$ cat src/rtl/apb_regbank_pkg.sv
// Shared types and helpers for the APB register bank: access FSM encoding,
// error-cause bit positions and the byte-lane mask expander.
package apb_regbank_pkg;

    typedef enum logic [0:0] {
        StIdle   = 1'b0,
        StAccess = 1'b1
    } apb_state_e;

    // Bit positions within the latched error-cause vector
    localparam int unsigned ErrW      = 3;
    localparam int unsigned ERR_RANGE = 0;
    localparam int unsigned ERR_RO    = 1;
    localparam int unsigned ERR_PRIV  = 2;

    localparam int unsigned MaxRW    = 32;
    localparam int unsigned MaxLanes = MaxRW / 8;

    function automatic logic [MaxRW-1:0] lane_mask(input logic [MaxLanes-1:0] strb);
        logic [MaxRW-1:0] m;
        m = '0;
        for (int b = 0; b < int'(MaxLanes); b++) begin
            m[8*b +: 8] = {8{strb[b]}};
        end
        return m;
    endfunction

endpackage

$ cat src/rtl/apb_regbank_fsm.sv
// APB access FSM: latches the setup phase, counts wait states and decides
// pready, pslverr and when a write may be committed.
module apb_regbank_fsm
    import apb_regbank_pkg::*;
#(
    parameter int unsigned RW   = 32,
    parameter int unsigned RAW  = 5,
    parameter int unsigned NREG = 24,
    parameter int unsigned NRO  = 4,
    parameter int unsigned WAIT = 0
) (
    input  logic            clk_i,
    input  logic            rst_ni,
    input  logic            psel_i,
    input  logic            penable_i,
    input  logic            pwrite_i,
    input  logic [RAW-1:0]  paddr_i,
    input  logic [RW-1:0]   pwdata_i,
    input  logic [RW/8-1:0] pstrb_i,
    input  logic [2:0]      pprot_i,
    output logic            setup_o,
    output logic            wait_tick_o,
    output logic            commit_o,
    output logic            pready_o,
    output logic            pslverr_o,
    output logic [RAW-1:0]  addr_o,
    output logic            write_o,
    output logic [RW-1:0]   wdata_o,
    output logic [RW/8-1:0] strb_o
);

    localparam logic [RAW:0] NregW   = (RAW+1)'(NREG);
    localparam logic [RAW:0] RoBaseW = (RAW+1)'(NREG - NRO);
    localparam logic [3:0]   WaitW   = 4'(WAIT);

    apb_state_e        state_q, state_d;
    logic [3:0]        cnt_q, cnt_d;
    logic [RAW-1:0]    addr_q;
    logic              write_q;
    logic [RW-1:0]     wdata_q;
    logic [RW/8-1:0]   strb_q;
    logic [ErrW-1:0]   err_q, err_cause;
    logic [RAW:0]      idx_ext;
    logic              unused_prot;

    assign unused_prot = ^pprot_i[2:1];

    // Error classification happens on the setup-phase inputs and is frozen
    always_comb begin
        idx_ext = {1'b0, paddr_i};
        err_cause = '0;
        err_cause[ERR_RANGE] = (idx_ext >= NregW);
        err_cause[ERR_RO]    = pwrite_i && (idx_ext >= RoBaseW) && (idx_ext < NregW);
        err_cause[ERR_PRIV]  = pwrite_i && !pprot_i[0];
    end

    always_comb begin
        state_d     = state_q;
        cnt_d       = cnt_q;
        setup_o     = 1'b0;
        wait_tick_o = 1'b0;
        commit_o    = 1'b0;
        pready_o    = 1'b0;
        case (state_q)
            StIdle: begin
                if (psel_i && !penable_i) begin
                    setup_o = 1'b1;
                    cnt_d   = WaitW;
                    state_d = StAccess;
                end
            end
            StAccess: begin
                pready_o = (cnt_q == 4'd0);
                if (cnt_q != 4'd0) begin
                    cnt_d       = cnt_q - 4'd1;
                    wait_tick_o = 1'b1;
                end
                if (!psel_i) begin
                    state_d = StIdle;
                end else if (penable_i && pready_o) begin
                    state_d  = StIdle;
                    commit_o = write_q && (err_q == '0);
                end
            end
            default: state_d = StIdle;
        endcase
    end

    assign pslverr_o = pready_o && (err_q != '0);

    always_ff @(posedge clk_i or negedge rst_ni) begin
        if (!rst_ni) begin
            state_q <= StIdle;
            cnt_q   <= 4'd0;
            addr_q  <= '0;
            write_q <= 1'b0;
            wdata_q <= '0;
            strb_q  <= '0;
            err_q   <= '0;
        end else begin
            state_q <= state_d;
            cnt_q   <= cnt_d;
            if (setup_o) begin
                addr_q  <= paddr_i;
                write_q <= pwrite_i;
                wdata_q <= pwdata_i;
                strb_q  <= pstrb_i;
                err_q   <= err_cause;
            end
        end
    end

    assign addr_o  = addr_q;
    assign write_o = write_q;
    assign wdata_o = wdata_q;
    assign strb_o  = strb_q;

endmodule

$ cat src/rtl/apb_regbank.sv
// APB register bank top: RW control storage with byte-strobe merge, RO status
// readback, registered read data and per-register write pulses.
module apb_regbank
    import apb_regbank_pkg::*;
#(
    parameter int unsigned RW   = 32,
    parameter int unsigned RAW  = 5,
    parameter int unsigned NREG = 24,
    parameter int unsigned NRO  = 4,
    parameter int unsigned WAIT = 0
) (
    input  logic                                    apb_pclk,
    input  logic                                    nreset,
    input  logic [RAW-1:0]                          apb_paddr,
    input  logic                                    apb_psel,
    input  logic                                    apb_penable,
    input  logic                                    apb_pwrite,
    input  logic [RW-1:0]                           apb_pwdata,
    input  logic [RW/8-1:0]                         apb_pstrb,
    input  logic [2:0]                              apb_pprot,
    output logic                                    apb_pready,
    output logic [RW-1:0]                           apb_prdata,
    output logic                                    apb_pslverr,
    output logic [RW*(NREG-NRO)-1:0]                ctrl,
    output logic [NREG-NRO-1:0]                     wr_pulse,
    input  logic [RW*(NRO > 0 ? NRO : 1)-1:0]       status
);

    localparam int unsigned NRW = NREG - NRO;

    logic              setup, wait_tick, commit, write_q;
    logic [RAW-1:0]    addr_q;
    logic [RW-1:0]     wdata_q;
    logic [RW/8-1:0]   strb_q;

    logic [RW-1:0]     regs_q [NRW];
    logic [RW-1:0]     regs_d [NRW];
    logic [NRW-1:0]    wr_pulse_q, wr_pulse_d;
    logic [RW-1:0]     prdata_q, prdata_d;
    logic [MaxRW-1:0]  mask_full;
    logic [RW-1:0]     mask;
    logic [RAW-1:0]    rd_addr;
    logic              rd_write;
    logic [RW-1:0]     rd_val;
    logic              unused_mask;

    apb_regbank_fsm #(
        .RW   (RW),
        .RAW  (RAW),
        .NREG (NREG),
        .NRO  (NRO),
        .WAIT (WAIT)
    ) u_fsm (
        .clk_i       (apb_pclk),
        .rst_ni      (nreset),
        .psel_i      (apb_psel),
        .penable_i   (apb_penable),
        .pwrite_i    (apb_pwrite),
        .paddr_i     (apb_paddr),
        .pwdata_i    (apb_pwdata),
        .pstrb_i     (apb_pstrb),
        .pprot_i     (apb_pprot),
        .setup_o     (setup),
        .wait_tick_o (wait_tick),
        .commit_o    (commit),
        .pready_o    (apb_pready),
        .pslverr_o   (apb_pslverr),
        .addr_o      (addr_q),
        .write_o     (write_q),
        .wdata_o     (wdata_q),
        .strb_o      (strb_q)
    );

    assign mask_full   = lane_mask(MaxLanes'(strb_q));
    assign mask        = mask_full[RW-1:0];
    assign unused_mask = ^mask_full;

    // commit is only raised for error-free writes, so addr_q is a valid RW index
    always_comb begin
        wr_pulse_d = '0;
        for (int i = 0; i < int'(NRW); i++) begin
            regs_d[i] = regs_q[i];
            if (commit && (addr_q == RAW'(i))) begin
                regs_d[i]     = (regs_q[i] & ~mask) | (wdata_q & mask);
                wr_pulse_d[i] = 1'b1;
            end
        end
    end

    // On the setup edge the latch is not yet loaded, so decode the live bus
    always_comb begin
        rd_addr  = setup ? apb_paddr : addr_q;
        rd_write = setup ? apb_pwrite : write_q;
        rd_val   = '0;
        if (!rd_write) begin
            for (int i = 0; i < int'(NRW); i++) begin
                if (rd_addr == RAW'(i)) rd_val = regs_q[i];
            end
            for (int j = 0; j < int'(NRO); j++) begin
                if (rd_addr == RAW'(NRW + j)) rd_val = status[j*RW +: RW];
            end
        end
        prdata_d = (setup || wait_tick) ? rd_val : prdata_q;
    end

    always_ff @(posedge apb_pclk or negedge nreset) begin
        if (!nreset) begin
            for (int i = 0; i < int'(NRW); i++) regs_q[i] <= '0;
            wr_pulse_q <= '0;
            prdata_q   <= '0;
        end else begin
            for (int i = 0; i < int'(NRW); i++) regs_q[i] <= regs_d[i];
            wr_pulse_q <= wr_pulse_d;
            prdata_q   <= prdata_d;
        end
    end

    for (genvar i = 0; i < int'(NRW); i++) begin : g_ctrl
        assign ctrl[i*RW +: RW] = regs_q[i];
    end

    assign wr_pulse   = wr_pulse_q;
    assign apb_prdata = prdata_q;

endmodule

$ cat config.mk
export PLATFORM = sky130hd
export DESIGN_NAME = apb_regbank
export DESIGN_NICKNAME = d
export VERILOG_FILES = /design/src/rtl/apb_regbank_pkg.sv /design/src/rtl/apb_regbank_fsm.sv /design/src/rtl/apb_regbank.sv
export SDC_FILE = /design/constraint.sdc
export NUM_CORES = 1
export LEC_CHECK = 0
export ABC_AREA = 1
export CORE_ASPECT_RATIO = 0.5
export CORE_UTILIZATION = 32
export CTS_BUF_LIST = sky130_fd_sc_hd__clkbuf_4
export CTS_CLUSTER_DIAMETER = 200
export CTS_CLUSTER_SIZE = 14
export DETAILED_ROUTE_END_ITERATION = 10
export GPL_ROUTABILITY_DRIVEN = 0
export PLACE_DENSITY_LB_ADDON = 0.05
export SLEW_MARGIN = 20
export SYNTH_ARGS = -nofsm -noshare
export SYNTH_HDL_FRONTEND = slang
export SYNTH_SLANG_ARGS = --single-unit
$ cat constraint.sdc
create_clock -name apb_pclk -period 3.2 [get_ports apb_pclk]
set_clock_uncertainty 0.05 [all_clocks]
set_input_delay 0.64 -clock apb_pclk [delete_from_list [all_inputs] [get_ports apb_pclk]]
set_output_delay 0.64 -clock apb_pclk [all_outputs]
set_load 0.005 [all_outputs]
==> impl_metrics.py <==
metrics = {
    "run_status": {
        "violations": "negative setup slack",
        "status": "complete, but fails checks",
    },
    "detailed_routing": {
        "wl_um": 178100,
        "wl_per_cell_um": 25.23,
        "drt_iter0_drc": 3364,
        "dr.pass1.iters": 6,
        "via_count": 34300,
        "ant_nets": 0,
        "drc_errors": 0,
        "vias_per_cell": 4.859,
    },
    "floorplanning": {
        "num_rows": 86,
        "pin_count": 871,
        "core-area_um2": 110400,
        "die_area_um2": 113100,
        "fp.dieW_um": 474.6,
        "start_util_pct": 32.37,
        "die_h_um": 238.3,
    },
    "place": {
        "dp.cells": 6915,
        "hpwlAfterDp_um": 138300,
        "place_area_um2": 49850,
        "place.port_buffers": 868,
    },
    "finish": {
        "layout_commonest_cell": "inv_1",
        "seq_area_um2": 18570,
        "final_cell_mix": "inv_1 (897), clkdlybuf4s50_1 (865), nand2_1 (805)",
        "drive_gt1_share_pct": 15.06,
        "areaGrowthSynthToFinish_pct": 46.76,
        "nets": 5733,
        "fillers": 10810,
        "postLayoutCoreUtil_pct": 47.50,
        "multiInputGateArea_um2": 14050,
        "stdcell_count": 7058,
        "stdcell_area_um2": 52450,
    },
    "clocking": {
        "clock_sinks": 742,
        "cts_tree": "yes",
        "cts_buffers": 58,
        "cts.path.max_buffers": 3,
        "clk_pin_slew_ps": 160,
        "root_buffer": "clkbuf_4",
        "htree_levels": 2,
        "insertion_delay_ps": 1050,
    },
    "synthesis": {
        "synth_warnings": 0,
        "syn-cell-area_um2": 35730,
        "synth-edff-count": 0,
        "synth_top_area_share_pct": 51.96,
        "syn_area_per_cell_um2": 8.172,
        "synth-seq-area-share_pct": 51.96,
        "ys_top_cells_by_area": "dfrtp_1 (52%), inv_1 (9.5%), nand2_1 (9.4%)",
        "yosysTopAreaCell": "dfrtp_1",
        "netlist-cell-type-count": 36,
        "synth_cells": 4373,
        "synth_top_flop_cell": "dfrtp_1",
        "async_reset_ff_share_pct": 100.0,
        "ys_ff_latch": 742,
        "syn_nets": 4551,
    },
    "worst_setup_path": {
        "worstSetupEndpointType": "register",
        "worstSetupStartpoint": "u_fsm.state_q",
        "critical_path_peak_fanout": 7,
        "arrival_ps": 4470,
        "r2r_setup_slack_ps": -370,
        "worst_setup_path_start_kind": "register",
        "worst_r2r_path_depth": 23,
        "r2r_start": "u_fsm.state_q",
        "criticalPathCategory": "register to register",
        "rr_endpoint": "apb_prdata[13]",
        "crit_required_ps": 4100,
    },
    "timing": {
        "fin_crit_sh_pct": 111.6,
        "finalHoldViolCount": 0,
        "rsz0062_at_grt": "yes",
        "max_freq_mhz": 280.0,
        "slew_viol_final": 0,
        "fin_ws_ps": -371.7,
        "final-setup-viol-count": 32,
        "fin_crit_ps": 3572,
        "worst_pin_slew_ps": 1079,
        "relSlewSlack_pct": 28.04,
    },
    "global_routing": {
        "grt_max_degree": 90,
        "grtUsageTotal_pct": 30.81,
        "first_global_vias": 32920,
        "overflow": 0,
        "grt_pass1_wl_um": 247400,
        "grt_antenna_before_repair": 13,
    },
    "power_and_ir_drop": {
        "power_uw": 22330,
        "leakage_uw": 0.02627,
        "vdd_drop_max_mv": 0.2852,
        "powerDensity_nw_per_um2": 425.8,
    },
    "worst_hold_path": {
        "hp-start": "apb_pwdata[16]",
        "hp-class": "primary input to register",
        "hold_depth": 3,
        "min_to": "u_fsm.wdata_o[16]",
    },
    "job": {
        "cap_violations": 0,
    },
}
worst max-delay path by stage:
| stage | slack, ps | to |
|---|---|---|
| 3_3_place_gp | -1540 | apb_prdata[13] |
| 6_report | -370 | apb_prdata[13] |
| 5_1_grt | -520 | apb_prdata[13] |
| 4_1_cts | -430 | apb_prdata[13] |
| 3_5_place_dp | -1580 | apb_prdata[13] |
| 2_1_floorplan | 430 | apb_prdata[27] |
layer usage:
metal / track usage, % / share of wire [%] / up-vias
met1: 42.54 / 44 / 16980
li1: - / - / 15760
met4: 8.599 / 3.1 / 4
met2: 49.90 / 47 / 1326
met3: 4.855 / 6.4 / 230
met5: 0 / 0.015 / -
where the power goes:
group | internal, uW | switching, uW | leakage (uW)
combinational | 3020 | 4680 | 0.0167
sequential | 9800 | 693 | 0.00928
clock | 872 | 3260 | 0.000281
total | 13700 | 8630 | 0.0263
synth_stat cells, types with 28 or more instances:
| cell | n |
|---|---|
| nand4_1 | 127 |
| or2_2 | 28 |
| inv_1 | 901 |
| nor2_1 | 412 |
| nand2_1 | 895 |
| nand3_1 | 112 |
| o21ai_0 | 245 |
| a21oi_1 | 248 |
| dfrtp_1 | 742 |
| clkbuf_1 | 157 |
| nor2_2 | 38 |
| buf_2 | 35 |
| mux2i_1 | 322 |
metrics by stage:
stage / setup slack (ps) / hold slack [ps] / TNS [ps]
after floorplan: 428.6 / 294.4 / 0
after global placement: -1537 / 414.6 / -89910
after detailed placement: -1577 / 417.1 / -121620
after CTS: -428.0 / 0.09626 / -6849
after global routing: -521.0 / 26.99 / -12380
final: -371.7 / 109.6 / -7197
worst max-delay path, stage by stage (launching register included):
cell	delay, ps
dfrtp_1	420
inv_2	80
nand3_4	100
buf_12	160
o21ai_4	240
buf_6	150
inv_4	40
buf_4	180
nand3_4	90
nor2_4	90
inv_2	90
buf_12	120
nor2_1	40
nor2_1	120
nand4_1	170
nor2_2	210
buf_4	150
nand4_1	300
nor2_2	240
nand4_1	160
nand2_1	100
nand3_1	60
nand2_1	60
nand2_1	50
cell families (layout without fill, tap and decap cells):
logic type / after synthesis / after routing / share of synthesized area [%]
AOI/OAI and AO/OA: 523 / 523 / 7.381
xor gates and xnor gates: 2 / 2 / 0.04903
muxes: 322 / 322 / 9.020
other: 0 / 6 / 0
adders and majority gates: 1 / 1 / 0.03501
buffers and inverters: 1127 / 2310 / 12.05
and+or+nand+nor: 1656 / 1656 / 19.50
DFF: 742 / 742 / 51.96
what timing repair did:
action	4_1_cts	5_1_grt
hold buffers	7	0
gates cloned	2	0
resized for setup	245	136
hold endpoints to repair	586	0
setup buffers	51	20
setup endpoints to repair	34	93
pin swaps	101	156
area by class of cell:
cell class	count	share of cell area, %
Sequential cell	742	35.40
Multi-Input combinational cell	2504	26.79
Timing Repair Buffer	1327	26.71
Inverter	922	6.632
Tap cell	1496	3.569
Clock buffer	61	0.8732
Antenna cell	6	0.02863
Power figures use the tool's default switching activity.
